<file path="config.mk">
export PLATFORM = sky130hd
export DESIGN_NAME = uart_alu_sequencer_flat
export DESIGN_NICKNAME = d
export VERILOG_FILES = /design/src/rtl/uart_alu_sequencer_if.sv /design/src/rtl/uart_alu_sequencer.sv /design/src/flat_wrapper.sv
export SDC_FILE = /design/constraint.sdc
export NUM_CORES = 1
export LEC_CHECK = 0
export BUFFER_PORTS_ARGS = -buffer_cell sky130_fd_sc_hd__buf_2
export CAP_MARGIN = 20
export CORE_MARGIN = 2
export CORE_UTILIZATION = 40
export DETAILED_ROUTE_END_ITERATION = 8
export HOLD_SLACK_MARGIN = 0.12
export SYNTH_ARGS = -nofsm -noshare
export SYNTH_HDL_FRONTEND = slang
export SYNTH_SLANG_ARGS = --single-unit
</file>
<file path="constraint.sdc">
create_clock -name clk -period 2.5 [get_ports clk]
set_clock_uncertainty 0.1 [all_clocks]
set_input_delay 0.75 -clock clk [delete_from_list [all_inputs] [get_ports clk]]
set_output_delay 0.75 -clock clk [all_outputs]
set_load 0.02 [all_outputs]
</file>
<file path="src/rtl/uart_alu_sequencer_if.sv">
// ---------------------------------------------------------------------------
// uart_alu_sequencer_if
// Bundles the byte stream from the UART receiver, the ALU operand/result
// path and the sequencer status outputs into one interface.
//   slave  : the sequencer (reads rx_* and alu_result/alu_flags, drives the rest)
//   master : the environment (UART receiver + ALU, or a testbench)
// Signals:
//   rx_data/rx_ready            received byte and its data-ready level
//   alu_a/alu_b/alu_op          registered operands and opcode to the ALU
//   alu_result/alu_flags        ALU result and N,Z,C,V flags
//   result/flags/result_valid   latched result, flags and one-cycle strobe
//   busy                        sequencer is not idle
//   err_opcode/timeout/overrun  one-cycle error strobes
//   cmd_count                   completed command counter (wraps)
// ---------------------------------------------------------------------------
interface uart_alu_sequencer_if #(
   parameter int DATA_W = 8,
   parameter int OP_W   = 4
);
   logic [DATA_W-1:0] rx_data;
   logic              rx_ready;
   logic [DATA_W-1:0] alu_a;
   logic [DATA_W-1:0] alu_b;
   logic [OP_W-1:0]   alu_op;
   logic [DATA_W-1:0] alu_result;
   logic [3:0]        alu_flags;
   logic [DATA_W-1:0] result;
   logic [3:0]        flags;
   logic              result_valid;
   logic              busy;
   logic              err_opcode;
   logic              err_timeout;
   logic              err_overrun;
   logic [7:0]        cmd_count;

   modport slave (
      input  rx_data, rx_ready, alu_result, alu_flags,
      output alu_a, alu_b, alu_op, result, flags, result_valid, busy,
             err_opcode, err_timeout, err_overrun, cmd_count
   );

   modport master (
      output rx_data, rx_ready, alu_result, alu_flags,
      input  alu_a, alu_b, alu_op, result, flags, result_valid, busy,
             err_opcode, err_timeout, err_overrun, cmd_count
   );
endinterface

</file>
<file path="src/rtl/uart_alu_sequencer.sv">
// ---------------------------------------------------------------------------
// uart_alu_sequencer
// Collects a three-byte command (opcode, operand A, operand B) from the UART
// receiver, presents it to the ALU, waits ALU_LAT cycles, then latches the
// result/flags and strobes result_valid for one cycle. Bad opcodes, stalls
// between bytes of a command and bytes arriving while busy are reported on
// one-cycle error strobes.
// Ports:
//   clk  - system clock, rising edge
//   rst  - asynchronous active-high reset
//   bus  - uart_alu_sequencer_if.slave (rx byte stream, ALU path, status)
// ---------------------------------------------------------------------------
module uart_alu_sequencer #(
   parameter int DATA_W       = 8,
   parameter int OP_W         = 4,
   parameter int NUM_OPS      = 10,
   parameter int ALU_LAT      = 1,
   parameter int TIMEOUT_CLKS = 8680
) (
   input  logic                 clk,
   input  logic                 rst,
   uart_alu_sequencer_if.slave  bus
);
   typedef enum logic [2:0] {IDLE, GET_A, GET_B, EXEC, DONE} state_t;

   localparam int                LAT_W     = (ALU_LAT > 1) ? $clog2(ALU_LAT) : 1;
   localparam logic [LAT_W-1:0]  LAT_LAST  = LAT_W'(ALU_LAT - 1);
   localparam logic [15:0]       TO_LAST   = 16'(TIMEOUT_CLKS - 1);
   // One bit wider than a byte so NUM_OPS up to 2**DATA_W compares correctly.
   localparam logic [DATA_W:0]   NUM_OPS_X = (DATA_W + 1)'(NUM_OPS);

   state_t              state_reg, state_next;
   logic                rdy_q_reg, rdy_q_next;
   logic [DATA_W-1:0]   alu_a_reg, alu_a_next;
   logic [DATA_W-1:0]   alu_b_reg, alu_b_next;
   logic [OP_W-1:0]     alu_op_reg, alu_op_next;
   logic [DATA_W-1:0]   result_reg, result_next;
   logic [3:0]          flags_reg, flags_next;
   logic                result_valid_reg, result_valid_next;
   logic                err_opcode_reg, err_opcode_next;
   logic                err_timeout_reg, err_timeout_next;
   logic                err_overrun_reg, err_overrun_next;
   logic [7:0]          cmd_count_reg, cmd_count_next;
   logic [15:0]         to_cnt_reg, to_cnt_next;
   logic [LAT_W-1:0]    lat_cnt_reg, lat_cnt_next;
   logic                rx_byte;

   // A byte is the rising edge of the ready level; a held level counts once.
   assign rx_byte = bus.rx_ready & ~rdy_q_reg;

   always_comb begin
      state_next        = state_reg;
      rdy_q_next        = bus.rx_ready;
      alu_a_next        = alu_a_reg;
      alu_b_next        = alu_b_reg;
      alu_op_next       = alu_op_reg;
      result_next       = result_reg;
      flags_next        = flags_reg;
      result_valid_next = 1'b0;
      err_opcode_next   = 1'b0;
      err_timeout_next  = 1'b0;
      err_overrun_next  = 1'b0;
      cmd_count_next    = cmd_count_reg;
      to_cnt_next       = to_cnt_reg;
      lat_cnt_next      = lat_cnt_reg;

      case (state_reg)
         IDLE: begin
            if (rx_byte) begin
               if ({1'b0, bus.rx_data} < NUM_OPS_X) begin
                  alu_op_next = bus.rx_data[OP_W-1:0];
                  to_cnt_next = '0;
                  state_next  = GET_A;
               end else begin
                  err_opcode_next = 1'b1;
               end
            end
         end

         GET_A: begin
            // An arriving byte beats an expiring timer in the same cycle.
            if (rx_byte) begin
               alu_a_next  = bus.rx_data;
               to_cnt_next = '0;
               state_next  = GET_B;
            end else if (to_cnt_reg == TO_LAST) begin
               err_timeout_next = 1'b1;
               state_next       = IDLE;
            end else begin
               to_cnt_next = to_cnt_reg + 16'd1;
            end
         end

         GET_B: begin
            if (rx_byte) begin
               alu_b_next   = bus.rx_data;
               to_cnt_next  = '0;
               lat_cnt_next = '0;
               state_next   = EXEC;
            end else if (to_cnt_reg == TO_LAST) begin
               err_timeout_next = 1'b1;
               state_next       = IDLE;
            end else begin
               to_cnt_next = to_cnt_reg + 16'd1;
            end
         end

         EXEC: begin
            if (rx_byte) begin
               err_overrun_next = 1'b1;
            end
            if (lat_cnt_reg == LAT_LAST) begin
               result_next       = bus.alu_result;
               flags_next        = bus.alu_flags;
               cmd_count_next    = cmd_count_reg + 8'd1;
               // Registered here so the strobe is high exactly in DONE.
               result_valid_next = 1'b1;
               state_next        = DONE;
            end else begin
               lat_cnt_next = lat_cnt_reg + LAT_W'(1);
            end
         end

         DONE: begin
            if (rx_byte) begin
               err_overrun_next = 1'b1;
            end
            state_next = IDLE;
         end

         default: begin
            state_next = IDLE;
         end
      endcase
   end

   always_ff @(posedge clk or posedge rst) begin
      if (rst) begin
         state_reg        <= IDLE;
         // Starts high so a ready line already asserted at reset is not a byte.
         rdy_q_reg        <= 1'b1;
         alu_a_reg        <= '0;
         alu_b_reg        <= '0;
         alu_op_reg       <= '0;
         result_reg       <= '0;
         flags_reg        <= '0;
         result_valid_reg <= 1'b0;
         err_opcode_reg   <= 1'b0;
         err_timeout_reg  <= 1'b0;
         err_overrun_reg  <= 1'b0;
         cmd_count_reg    <= '0;
         to_cnt_reg       <= '0;
         lat_cnt_reg      <= '0;
      end else begin
         state_reg        <= state_next;
         rdy_q_reg        <= rdy_q_next;
         alu_a_reg        <= alu_a_next;
         alu_b_reg        <= alu_b_next;
         alu_op_reg       <= alu_op_next;
         result_reg       <= result_next;
         flags_reg        <= flags_next;
         result_valid_reg <= result_valid_next;
         err_opcode_reg   <= err_opcode_next;
         err_timeout_reg  <= err_timeout_next;
         err_overrun_reg  <= err_overrun_next;
         cmd_count_reg    <= cmd_count_next;
         to_cnt_reg       <= to_cnt_next;
         lat_cnt_reg      <= lat_cnt_next;
      end
   end

   assign bus.alu_a        = alu_a_reg;
   assign bus.alu_b        = alu_b_reg;
   assign bus.alu_op       = alu_op_reg;
   assign bus.result       = result_reg;
   assign bus.flags        = flags_reg;
   assign bus.result_valid = result_valid_reg;
   assign bus.busy         = (state_reg != IDLE);
   assign bus.err_opcode   = err_opcode_reg;
   assign bus.err_timeout  = err_timeout_reg;
   assign bus.err_overrun  = err_overrun_reg;
   assign bus.cmd_count    = cmd_count_reg;
endmodule

</file>
<file path="src/flat_wrapper.sv">
// flat-port wrapper written by rule: the top's interface ports become plain ports
module uart_alu_sequencer_flat 
#(
   parameter int DATA_W       = 8,
   parameter int OP_W         = 4,
   parameter int NUM_OPS      = 10,
   parameter int ALU_LAT      = 1,
   parameter int TIMEOUT_CLKS = 8680
)
  (clk, rst, bus_rx_data, bus_rx_ready, bus_alu_result, bus_alu_flags, bus_alu_a, bus_alu_b, bus_alu_op, bus_result, bus_flags, bus_result_valid, bus_busy, bus_err_opcode, bus_err_timeout, bus_err_overrun, bus_cmd_count);
  uart_alu_sequencer_if #(.DATA_W(DATA_W), .OP_W(OP_W)) bus_i ();
  input  logic clk;
  input  logic rst;
  input wire logic [$bits(bus_i.rx_data)-1:0] bus_rx_data;
  input wire logic [$bits(bus_i.rx_ready)-1:0] bus_rx_ready;
  input wire logic [$bits(bus_i.alu_result)-1:0] bus_alu_result;
  input wire logic [$bits(bus_i.alu_flags)-1:0] bus_alu_flags;
  output wire logic [$bits(bus_i.alu_a)-1:0] bus_alu_a;
  output wire logic [$bits(bus_i.alu_b)-1:0] bus_alu_b;
  output wire logic [$bits(bus_i.alu_op)-1:0] bus_alu_op;
  output wire logic [$bits(bus_i.result)-1:0] bus_result;
  output wire logic [$bits(bus_i.flags)-1:0] bus_flags;
  output wire logic [$bits(bus_i.result_valid)-1:0] bus_result_valid;
  output wire logic [$bits(bus_i.busy)-1:0] bus_busy;
  output wire logic [$bits(bus_i.err_opcode)-1:0] bus_err_opcode;
  output wire logic [$bits(bus_i.err_timeout)-1:0] bus_err_timeout;
  output wire logic [$bits(bus_i.err_overrun)-1:0] bus_err_overrun;
  output wire logic [$bits(bus_i.cmd_count)-1:0] bus_cmd_count;
  assign bus_i.rx_data = bus_rx_data;
  assign bus_i.rx_ready = bus_rx_ready;
  assign bus_i.alu_result = bus_alu_result;
  assign bus_i.alu_flags = bus_alu_flags;
  assign bus_alu_a = bus_i.alu_a;
  assign bus_alu_b = bus_i.alu_b;
  assign bus_alu_op = bus_i.alu_op;
  assign bus_result = bus_i.result;
  assign bus_flags = bus_i.flags;
  assign bus_result_valid = bus_i.result_valid;
  assign bus_busy = bus_i.busy;
  assign bus_err_opcode = bus_i.err_opcode;
  assign bus_err_timeout = bus_i.err_timeout;
  assign bus_err_overrun = bus_i.err_overrun;
  assign bus_cmd_count = bus_i.cmd_count;
  uart_alu_sequencer #(.DATA_W(DATA_W), .OP_W(OP_W), .NUM_OPS(NUM_OPS), .ALU_LAT(ALU_LAT), .TIMEOUT_CLKS(TIMEOUT_CLKS)) u_core (.clk(clk), .rst(rst), .bus(bus_i));
endmodule
</file>
## Word-level counts from Yosys, hierarchy flattened

Cells that the tools add are included.

- Memories: 0
- Input bits: 23
- Register bits: 65
- Bits in writable memories: 0
- Output and inout port bits: 45
- Bits in latches: 0
- Memory bits (read-only): 0

- Equality and inequality tests: 10
- Add/sub/neg operators: 3
- $lt $le $gt $ge: 1
- Mux-type cells: 25
- Shift-type cells: 0
- Multiply operators: 0
- Reductions and logical operators: 13
- Bitwise operators: 3
- Div/mod/pow operators: 0

Operator list:

| operator | count |
|---|---|
| 16-bit two-way mux | 4 |
| 16-bit one-hot mux with 2 select lines | 1 |
| 3-bit two-way mux | 6 |
| 16-bit by 1-bit adder with 16-bit output (second input constant) | 1 |
| 16-bit by 14-bit equality test with 1-bit output (second input constant) | 1 |
| 1-bit two-way mux | 12 |
| 3-bit one-hot mux with 4 select lines | 1 |
| 8-bit by 1-bit adder with 8-bit output (second input constant) | 1 |
| 8-bit by 4-bit < comparator with 1-bit output (second input constant) | 1 |
| 2-bit AND reduction | 4 |
| 3-bit by 2-bit equality test with 1-bit output (second input constant) | 2 |
| 2-bit by 1-bit inequality test with 1-bit output (second input constant) | 3 |
| 3-bit AND reduction | 2 |
| 4-bit AND reduction | 1 |
| 2-bit nonzero test | 2 |
| 2-bit OR reduction | 2 |
| 3-bit by 1-bit equality test with 1-bit output (second input constant) | 1 |
| 3-bit equality test (second input constant) | 1 |
| 3-bit zero test | 1 |
| 3-bit by 2-bit inequality test with 1-bit output (second input constant) | 1 |
| 3-bit nonzero test | 1 |
| 2-bit inequality test (second input constant) | 1 |
| 1-bit inverter | 2 |
| 1-bit one-hot mux with 2 select lines | 1 |
| 2 further kinds | 2 |

## Depth between registers and ports, before layout

Gate-level depths: netlist of run 1.

- Depth after elaboration: 4
- Depth in mapped cells: 7

## Worst setup path after synthesis of run 1

No wires, ideal clock.

- Path type: input-to-reg
- From: input port bus_rx_data[6]
- To: register u_core.to_cnt_reg[10]
- Stages: 6
- Data arrival time: 1.844 ns
- Setup slack: 0.430 ns
- Path buffers: 1
- Library setup time: 0.126 ns
- Cells stage by stage: nor4_1 a21boi_0 o32a_4 buf_12 o21ai_1 o31ai_1

- Word-level cells in the longest chain between the ends: 3

RTL lines:

| what | RTL line | text |
|---|---|---|
| start: declaration | flat_wrapper.sv:14 | `input wire logic [$bits(bus_i.rx_data)-1:0] bus_rx_data;` |
| 8-bit by 4-bit < comparator with 1-bit output | uart_alu_sequencer.sv:70 | `if ({1'b0, bus.rx_data} < NUM_OPS_X) begin` |
| 2-bit by 1-bit inequality test with 1-bit output (no source line) | n/a |  |
| 4-bit AND reduction (no source line) | n/a |  |
| end signal: assignment | uart_alu_sequencer.sv:167 | `to_cnt_reg <= to_cnt_next;` |
| end: declaration | uart_alu_sequencer.sv:44 | `logic [15:0] to_cnt_reg, to_cnt_next;` |

No other way between the ends.
A chain may end at the register's enable or synchronous reset.

## Worst setup path in the final report of run 1

- From: register u_core.to_cnt_reg[0]
- To: register u_core.to_cnt_reg[14]

- Word-level cells in the longest chain between the ends: 4
- Elaborated cells between the ends (all ways): 7
- Classes of those cells: 1 x add/sub; 2 x eq/ne; 3 x mux; 1 x reduce/logical

RTL lines:

| what | RTL line | text |
|---|---|---|
| 16-bit by 1-bit adder with 16-bit output | uart_alu_sequencer.sv:90, uart_alu_sequencer.sv:104 |  |
| 16-bit two-way mux | uart_alu_sequencer.sv:86, uart_alu_sequencer.sv:100 |  |
| 16-bit two-way mux | uart_alu_sequencer.sv:95 | `if (rx_byte) begin` |
| 16-bit one-hot mux with 2 select lines | uart_alu_sequencer.sv:67 | `case (state_reg)` |

Several ways; a longest one is shown, not always the timed one. The select of a mux whose other input is x is not followed.

==> results.cfg, run 1 <==
[route]
drc = 0
avgRoutedWirePerCell_um = 13.4
met2_length_mm = 2.75
wl_mm = 5.90
first_pass_iters = 4
first_iter_violations = 145
m1WireLength_mm = 2.71
via_per_inst = 5.04
routed-wl-met3_um = 329
num_vias = 2224
antenna_left = 0
highest_layer = met4

[synthesis]
ys_seq_elements = 64
seq_area_frac_synth = 0.565
syn_nets = 287
syn_avg_cell_area_um2 = 10.8
netlist_area_um2 = 2840
netlist_instances = 262
yosys_warnings = 0
synth.distinct_cells = 41

[power_and_ir_drop]
max-vdd-ir-drop_mv = 0.572
totalPowerFinal_mw = 3.70
power.density_nw_per_um2 = 1060
p_leak_nw = 1.74

[clock_tree]
cts_tree = built
htreeDepth = 3
root_buffer = clkbuf_8
cts_sinks = 64
cts_resized = 0
postCtsSetupRepairBufs = 0
cts_max_path_buffers = 2
hold_buffers = 0
numCtsBuffers = 9
clock_latency_ns = 0.33
clk_pin_slew_ns = 0.07

[cells_and_area]
diodes = 0
layout-drive-gt1-share = 0.357
stdcell_area_um2 = 3500
nets = 365
num-fill-cells = 678
largest_reg_flops = 16
syn2layout_area_growth_pct = 23.5

[global_routing]
grt_pass1_vias = 2063
overflow = 0
antenna_found_initial = 0
grt_use_total = 0.165
grt_pass1_wl_mm = 9.87
grt_max_degree = 43

[floorplanning]
start_util = 0.415
rows = 30
die-area_um2 = 7780
core_um2 = 6830
die_w_um = 88.2
dieHeight_um = 88.2
io_pins = 68

[setup_path]
crit_path_end_kind = register
r2r_setup_slack_ns = 0.22
critPathLaunchType = register
reg2reg_depth = 6
r2r-end = u_core.to_cnt_reg[14]$_DFFE_PP0P_
critical-path-max-stage-delay_ns = 0.59
required_ns = 2.64
cp_slowest_cell = or4bb_4
critPathMaxFanout = 18
cp.arrival_ns = 2.42
path_cells = ha_1 > or4bb_4 > nor4_4 > o32a_4 > o21ai_0 > o31ai_1
crit_type = reg -> reg
reg2reg_from = u_core.to_cnt_reg[0]$_DFFE_PP0P_

[timing]
timing_hold_violations_final = 0
finalMaxSlewViolations = 0
slew_headroom = 0.541
setup_slack_ns = 0.220
setup_viol_count_final = 0
fin_crit_sh = 0.912
rsz0062_at_grt = false
worst-slew-pin-transition_ns = 0.684
tns_ns = 0
fin_crit_ns = 2.28
hold_ws_ns = 0.288
max_freq_mhz = 439

[place]
pre_cts_ws_ns = 0.0663
place_congestion = 0.759
io_buffer_count = 67
dpl_cell_area_um2 = 3300
hpwl_mm = 4.06

[job]
cap_violations = 0

[worst_hold_path]
hold_path_class = in -> async

[outcome]
outcome = completed
[stage by stage]
stage / utilization / std cells
finish: 0.513 / 441
global route: 0.513 / 441
CTS: 0.513 / 441
detailed placement: 0.483 / 425
global placement: 0.483 / 425
floorplan: - / 262
[critical path: cells and delay by family, from the launching register on]
family | cells | cell delay (ns)
adder cells (fa/ha/maj) | 1 | 0.27
flip-flops | 1 | 0.42
AO/OA/AOI/OAI | 3 | 0.57
AND/OR/NAND/NOR | 2 | 0.81
[logic make-up after synthesis]
logic type,Yosys count,synth area share
buf+inv,12,0.0251
mux,20,0.0794
fa+ha+maj,2,0.00882
flops,64,0.565
compound gates,49,0.110
simple gates,108,0.190
xor+xnor,7,0.0216
[layout by cell type (no fill, tap or decap), types with 6 or more instances in the layout]
cell	count
o21ai_0	17
nor2_1	13
nand3_1	12
dfrtp_1	63
mux2_2	20
nand2_1	55
buf_2	67
a21oi_1	6
a31oi_1	6
o31ai_1	9
clkbuf_8	11
[cell usage after synthesis (all sizes together)]
library cell  count  area share
or4b              2      0.0097
o32a              1      0.0079
nand4             2      0.0044
nand3            12       0.021
nor3              4      0.0071
inv               6      0.0079
a21boi            1      0.0026
o21ai            24       0.045
xor2              2      0.0062
o31ai             9       0.024
nor2             13       0.017
nand2b            4      0.0088
dfstp             1      0.0093
xnor2             5       0.015
and3              4      0.0097
a31oi             6       0.013
nor2b             1      0.0022
or2               2      0.0044
ha                2      0.0088
and2b             3      0.0093
nand3b            1      0.0026
o211ai            1      0.0044
nand4b            1      0.0031
buf               2      0.0084
dfrtp            63        0.56
mux2             20       0.079
nand2            55       0.073
a21oi             6       0.011
nor4              2      0.0097
a22oi             1      0.0026
and2              1      0.0022
clkbuf            4      0.0088
or4bb             1      0.0053
[layer usage]
layer  GRT usage  vias to the layer above
met5           0                        -
met4      0.0661                        0
met3      0.0532                        9
met2       0.252                       57
met1       0.220                     1086
li1            -                     1072
[report_power, final]
| group | switching (mW) | leakage (nW) | internal (mW) | total, mW |
|---|---|---|---|---|
| clock | 0.386 | 0.0996 | 0.514 | 0.901 |
| sequential | 0.167 | 0.823 | 1.32 | 1.48 |
| combinational | 0.819 | 0.815 | 0.495 | 1.31 |
[how the worst max path moves through the flow]
stage                                     startpoint                           endpoint  slack (ns)  depth (start not counted)
floorplan                                        rst    u_core.bus.alu_a[0]$_DFFE_PP0P_        0.05                          1
global placement                      bus_rx_data[6]  u_core.to_cnt_reg[11]$_DFFE_PP0P_        0.16                          6
detailed placement                    bus_rx_data[6]  u_core.to_cnt_reg[14]$_DFFE_PP0P_        0.07                          6
CTS                 u_core.to_cnt_reg[0]$_DFFE_PP0P_  u_core.to_cnt_reg[14]$_DFFE_PP0P_        0.20                          6
global route        u_core.to_cnt_reg[0]$_DFFE_PP0P_  u_core.to_cnt_reg[12]$_DFFE_PP0P_        0.06                          6
finish              u_core.to_cnt_reg[0]$_DFFE_PP0P_  u_core.to_cnt_reg[14]$_DFFE_PP0P_        0.22                          6
[final cells by class]
cell class	instances	area, um2	area share
flip-flops and latches	64	1600	0.458
multi-input cells	186	1160	0.332
repair buffers	73	393	0.112
clock buffers	13	159	0.0454
well taps	96	120	0.0343
clock inverters	3	42.5	0.0121
inverters	6	22.5	0.00643
(Power assumes the default switching activity.)
==> run 2, diff against run 1 <==
--- a/config.mk
+++ b/config.mk
@@ -5,12 +5,13 @@
 export SDC_FILE = /design/constraint.sdc
 export NUM_CORES = 1
 export LEC_CHECK = 0
-export BUFFER_PORTS_ARGS = -buffer_cell sky130_fd_sc_hd__buf_2
+export BUFFER_PORTS_ARGS = -buffer_cell sky130_fd_sc_hd__buf_4
 export CAP_MARGIN = 20
 export CORE_MARGIN = 2
-export CORE_UTILIZATION = 40
+export CORE_UTILIZATION = 48
 export DETAILED_ROUTE_END_ITERATION = 8
 export HOLD_SLACK_MARGIN = 0.12
+export PLACE_DENSITY = 0.76
 export SYNTH_ARGS = -nofsm -noshare
 export SYNTH_HDL_FRONTEND = slang
 export SYNTH_SLANG_ARGS = --single-unit
==> run 2 against run 1 <==
Effect of this change:
- core utilization up 13 points
- largest cell class unchanged
- final area increased by 3.6%
- critical path depth did not move
- fmax shrank 0.18%
- sequential share of layout area decreased by 1.6 points
- flip-flop and latch count unchanged
==> results.cfg, run 2 (synthesized netlist as in run 1, its figures left out) <==
[clock_tree]
cts_resized = 0
cts_tree = built
clock_latency_ns = 0.33
hold_buffers = 0
postCtsSetupRepairBufs = 0
cts_max_path_buffers = 2
clk_pin_slew_ns = 0.07
htreeDepth = 3
cts_sinks = 64
numCtsBuffers = 9
root_buffer = clkbuf_8

[power_and_ir_drop]
max-vdd-ir-drop_mv = 0.743
internal_power_mw = 2.45
pwr-share-clk = 0.228
switchingPower_mw = 1.40
swShare = 0.364
p_comb_frac = 0.383
power.density_nw_per_um2 = 1060
seqPwrFrac = 0.389
p_leak_nw = 1.78

[floorplanning]
die-area_um2 = 6540
core_um2 = 5610
dieHeight_um = 80.9
io_pins = 68
rows = 27
die_w_um = 80.9
start_util = 0.506

[cells_and_area]
final_cell_mix = 71 x buf_4, 63 x dfrtp_1, 55 x nand2_1
layout_commonest_cell = buf_4
fin_util = 0.647
num-fill-cells = 468
syn2layout_area_growth_pct = 27.9
nets = 364
layout-drive-gt1-share = 0.358
largest_reg_flops = 16
diodes = 0

[setup_path]
cp.arrival_ns = 2.43
r2r-end = u_core.to_cnt_reg[11]$_DFFE_PP0P_
critPathLaunchType = register
critPathMaxFanout = 18
reg2reg_from = u_core.to_cnt_reg[0]$_DFFE_PP0P_
reg2reg_depth = 6
required_ns = 2.64
r2r_setup_slack_ns = 0.22
crit_path_end_kind = register
crit_type = reg -> reg

[outcome]
outcome = completed

[route]
drc = 0
first_pass_iters = 4
avgRoutedWirePerCell_um = 14.3
antenna_left = 0
via_per_inst = 5.33
wl_mm = 5.95
first_iter_violations = 95
num_vias = 2219

[global_routing]
grt_use_total = 0.204
grt_max_degree = 65
grt_pass1_wl_mm = 10.3
overflow = 0
grt_pass1_vias = 2205
antenna_found_initial = 0

[timing]
rsz0062_at_grt = false
setup_viol_count_final = 0
worst-slew-pin-transition_ns = 0.649
max_freq_mhz = 438
setup_slack_ns = 0.216
finalMaxSlewViolations = 0
tns_ns = 0
slew_headroom = 0.564
timing_hold_violations_final = 0
fin_crit_sh = 0.914
fin_crit_ns = 2.28

[job]
cap_violations = 0

[place]
place_congestion = 0.827
io_buffer_count = 67
pre_cts_ws_ns = 0.201
hpwl_mm = 4.15

[worst_hold_path]
hold_path_class = in -> async
[run 2: cell count changes in the layout (fill, tap and decap cells not counted), sizes merged]
cell	change
clkbuf	-2
clkinv	+2
buf	-1
[run 2: layout make-up]
class	count	area [um2]	area share
clock buffers	11	141	0.0390
clock inverters	5	56.3	0.0155
inverters	6	22.5	0.00621
multi-input cells	186	1160	0.320
flip-flops and latches	64	1600	0.442
well taps	72	90.1	0.0248
repair buffers	72	553	0.152
[run 2: worst max path at each step]
stage,from,to,slack (ns)
after floorplan,rst,u_core.bus.alu_a[0]$_DFFE_PP0P_,0.05
after global placement,bus_rx_data[6],u_core.to_cnt_reg[14]$_DFFE_PP0P_,0.17
after detailed placement,bus_rx_data[6],u_core.to_cnt_reg[5]$_DFFE_PP0P_,0.20
after CTS,u_core.to_cnt_reg[0]$_DFFE_PP0P_,u_core.to_cnt_reg[15]$_DFFE_PP0P_,0.21
after global routing,u_core.to_cnt_reg[0]$_DFFE_PP0P_,u_core.to_cnt_reg[11]$_DFFE_PP0P_,0.08
final,u_core.to_cnt_reg[0]$_DFFE_PP0P_,u_core.to_cnt_reg[11]$_DFFE_PP0P_,0.22
[run 2: routing by layer]
| layer | global-route usage | wire, um | share of wire | up-vias |
|---|---|---|---|---|
| li1 | - | - | - | 1075 |
| met1 | 0.266 | 2580 | 0.43 | 1067 |
| met2 | 0.319 | 2890 | 0.49 | 68 |
| met3 | 0.0589 | 399 | 0.067 | 9 |
| met4 | 0.0864 | 74 | 0.012 | 0 |
| met5 | 0 | 0 | 0 | - |
[run 2: power by group through the flow]
stage / logic (mW) / registers, mW / clock network, mW
finish: 1.48 / 1.50 / 0.880
global route: 1.61 / 1.54 / 0.941
CTS: 1.49 / 1.50 / 0.899
detailed placement: 1.49 / 1.51 / 0
global placement: 1.45 / 1.51 / 0
floorplan: 0.638 / 1.81 / 0
[run 2: metrics by stage]
stage / area [um2] / power, mW / std cells / hold WS (ns)
3_5_place_dp: 3430 / 3.00 / 400 / 0.363
2_1_floorplan: 2840 / 2.45 / 262 / 0.349
6_report: 3630 / 3.86 / 416 / 0.369
5_1_grt: 3630 / 4.09 / 416 / 0.406
4_1_cts: 3630 / 3.89 / 416 / 0.378
3_3_place_gp: 3430 / 2.96 / 400 / 0.362
[run 2: worst max-delay path, cell delays in order (launching register included)]
cell	delay [ns]
dfrtp_1	0.44
ha_1	0.26
or4bb_4	0.58
nor4_4	0.26
o32a_4	0.35
o21ai_0	0.11
o21ai_0	0.09
==> run 3, diff against run 2 <==
--- a/config.mk
+++ b/config.mk
@@ -8,10 +8,10 @@
 export BUFFER_PORTS_ARGS = -buffer_cell sky130_fd_sc_hd__buf_4
 export CAP_MARGIN = 20
 export CORE_MARGIN = 2
-export CORE_UTILIZATION = 48
+export CORE_UTILIZATION = 50
 export DETAILED_ROUTE_END_ITERATION = 8
 export HOLD_SLACK_MARGIN = 0.12
-export PLACE_DENSITY = 0.76
+export PLACE_DENSITY = 0.75
 export SYNTH_ARGS = -nofsm -noshare
 export SYNTH_HDL_FRONTEND = slang
 export SYNTH_SLANG_ARGS = --single-unit
==> constraint.sdc (replaced) <==
create_clock -name clk -period 2.2 [get_ports clk]
set_clock_uncertainty 0.1 [all_clocks]
set_input_delay 0.66 -clock clk [delete_from_list [all_inputs] [get_ports clk]]
set_output_delay 0.66 -clock clk [all_outputs]
set_load 0.02 [all_outputs]
==> run 3 against run 2 <==
Effect of this change:
- clock-buffer cell count is 3 higher
- clock power is 16% higher
- critical endpoint is now u_core.to_cnt_reg[14]$_DFFE_PP0P_
- combinational power is 18% higher
- flip-flop and latch count stayed put
- highest routed layer unchanged
- setup slack worse by 0.15 ns
- largest cell class unchanged
- wire length is 0.87% higher
- non-clock buffer count is 11 higher
- register-to-register slack worse by 0.15 ns
- die area is 3.8% lower
- via count is 3.2% higher
- worst hold slack worse by 0.15 ns
- total power is 16% higher
==> results.cfg, run 3 (synthesized netlist as in run 1, its figures left out) <==
[outcome]
outcome = completed

[timing]
slew_headroom = 0.719
max_freq_mhz = 469
fin_crit_ns = 2.13
setup_slack_ns = 0.0662
worst-slew-pin-transition_ns = 0.417
setup_viol_count_final = 0
rsz0062_at_grt = true
finalMaxSlewViolations = 0
timing_hold_violations_final = 0
fin_crit_sh = 0.970

[clock_tree]
cts_resized = 0
cts_tree = built
htreeDepth = 3
cts_sinks = 64
root_buffer = clkbuf_8
numCtsBuffers = 9
postCtsSetupRepairBufs = 0
hold_buffers = 0
clk_pin_slew_ns = 0.07
clock_latency_ns = 0.33
cts_max_path_buffers = 2

[cells_and_area]
layout_commonest_cell = buf_4
syn2layout_area_growth_pct = 31.5
register_area_um2 = 1600
largest_reg_flops = 16
num-fill-cells = 421
diodes = 0
fin_util = 0.677
final_cell_mix = 82 x buf_4, 63 x dfrtp_1, 55 x nand2_1
nets = 376
layout.cells.non_filler = 428
layout-drive-gt1-share = 0.374
multiInputGateArea_um2 = 1170

[route]
wl_mm = 6.00
avgRoutedWirePerCell_um = 14.0
num_vias = 2291
via_per_inst = 5.35
antenna_left = 0
first_pass_iters = 4
drc = 0
first_iter_violations = 184

[setup_path]
crit_path_end_kind = register
worst-path-buf-inv = 0
required_ns = 2.34
critical-path-max-stage-delay_ns = 0.58
crit_type = reg -> reg
cp.arrival_ns = 2.28
crit_family = simple AND/OR/NAND/NOR gates
critPathMaxFanout = 9
cp_slowest_cell = or4b_4
path_cells = or4b_4 > nor4_4 > o32a_2 > o21ai_0 > o31ai_1
critPathLaunchType = register

[floorplanning]
dieHeight_um = 79.3
die-area_um2 = 6290
die_w_um = 79.3
core_um2 = 5510
start_util = 0.515
io_pins = 68
rows = 27

[power_and_ir_drop]
power.density_nw_per_um2 = 1200
max-vdd-ir-drop_mv = 0.734
p_leak_nw = 1.83

[global_routing]
antenna_found_initial = 0
grt_pass1_vias = 2172
grt_max_degree = 33
grt_pass1_wl_mm = 9.98
grt_use_total = 0.206
overflow = 0

[place]
hpwl_mm = 4.21
pre_cts_ws_ns = -0.0991
place_congestion = 0.852
io_buffer_count = 67
dp.cells = 411

[worst_hold_path]
hold_path_class = in -> async

[job]
cap_violations = 0
-- run 3: cell count changes in the layout (fill, tap and decap cells not counted), sizes merged --
| cell | previous run | this run |
|---|---|---|
| buf | 72 | 83 |
| clkbuf | 11 | 14 |
| clkinv | 3 | 0 |
| clkinvlp | 1 | 2 |
| inv | 6 | 5 |
| o32a | 1 | 2 |
-- run 3: power by group --
group | internal (mW) | switching (mW) | total [mW]
Clock | 0.587 | 0.430 | 1.02
Sequential | 1.50 | 0.199 | 1.70
Combinational | 0.779 | 0.974 | 1.75
Total | 2.86 | 1.60 | 4.47
-- run 3: path summary, 6_finish.rpt --
check	cells past startpoint	slack, ns	startpoint	end
max	5	0.07	u_core.to_cnt_reg[9]$_DFFE_PP0P_	u_core.to_cnt_reg[14]$_DFFE_PP0P_
min	2	0.22	rst	u_core.bus.result[0]$_DFFE_PP0P_
max reg2reg	5	0.07	u_core.to_cnt_reg[9]$_DFFE_PP0P_	u_core.to_cnt_reg[14]$_DFFE_PP0P_
min reg2reg	2	0.38	u_core.bus.result[5]$_DFFE_PP0P_	u_core.bus.result[5]$_DFFE_PP0P_
max in group asynchronous	3	1.24	rst	u_core.bus.alu_b[2]$_DFFE_PP0P_
min in group clk	1	0.34	bus_rx_ready	u_core.rdy_q_reg$_DFF_PP1_
-- run 3: layer usage --
metal,track usage,vias up,wire (um)
met5,0,-,0
met4,0.0931,0,104
met3,0.0591,11,320
met2,0.308,57,2890
met1,0.280,1123,2690
li1,-,1100,-
-- run 3: layout make-up --
class | instances | area share
Sequential cell | 64 | 0.430
Multi-Input combinational cell | 187 | 0.315
Timing Repair Buffer | 83 | 0.170
Clock buffer | 14 | 0.0436
Tap cell | 72 | 0.0242
Clock inverter | 2 | 0.0101
Inverter | 6 | 0.00705
-- run 3: per-stage QoR --
| step | cell area (um2) | hold WS, ns | TNS, ns | power (mW) |
|---|---|---|---|---|
| floorplan | 2840 | 0.349 | 0 | 2.78 |
| global placement | 3520 | 0.360 | -0.362 | 3.41 |
| detailed placement | 3520 | 0.364 | -1.09 | 3.45 |
| CTS | 3720 | 0.216 | 0 | 4.48 |
| global route | 3730 | 0.241 | -0.204 | 4.74 |
| finish | 3730 | 0.221 | 0 | 4.47 |
-- run 3: worst register-to-register path: stages (launching register included) --
cell	delay, ns
dfrtp_1	0.43
or4b_4	0.58
nor4_4	0.39
o32a_2	0.36
o21ai_0	0.12
o31ai_1	0.07
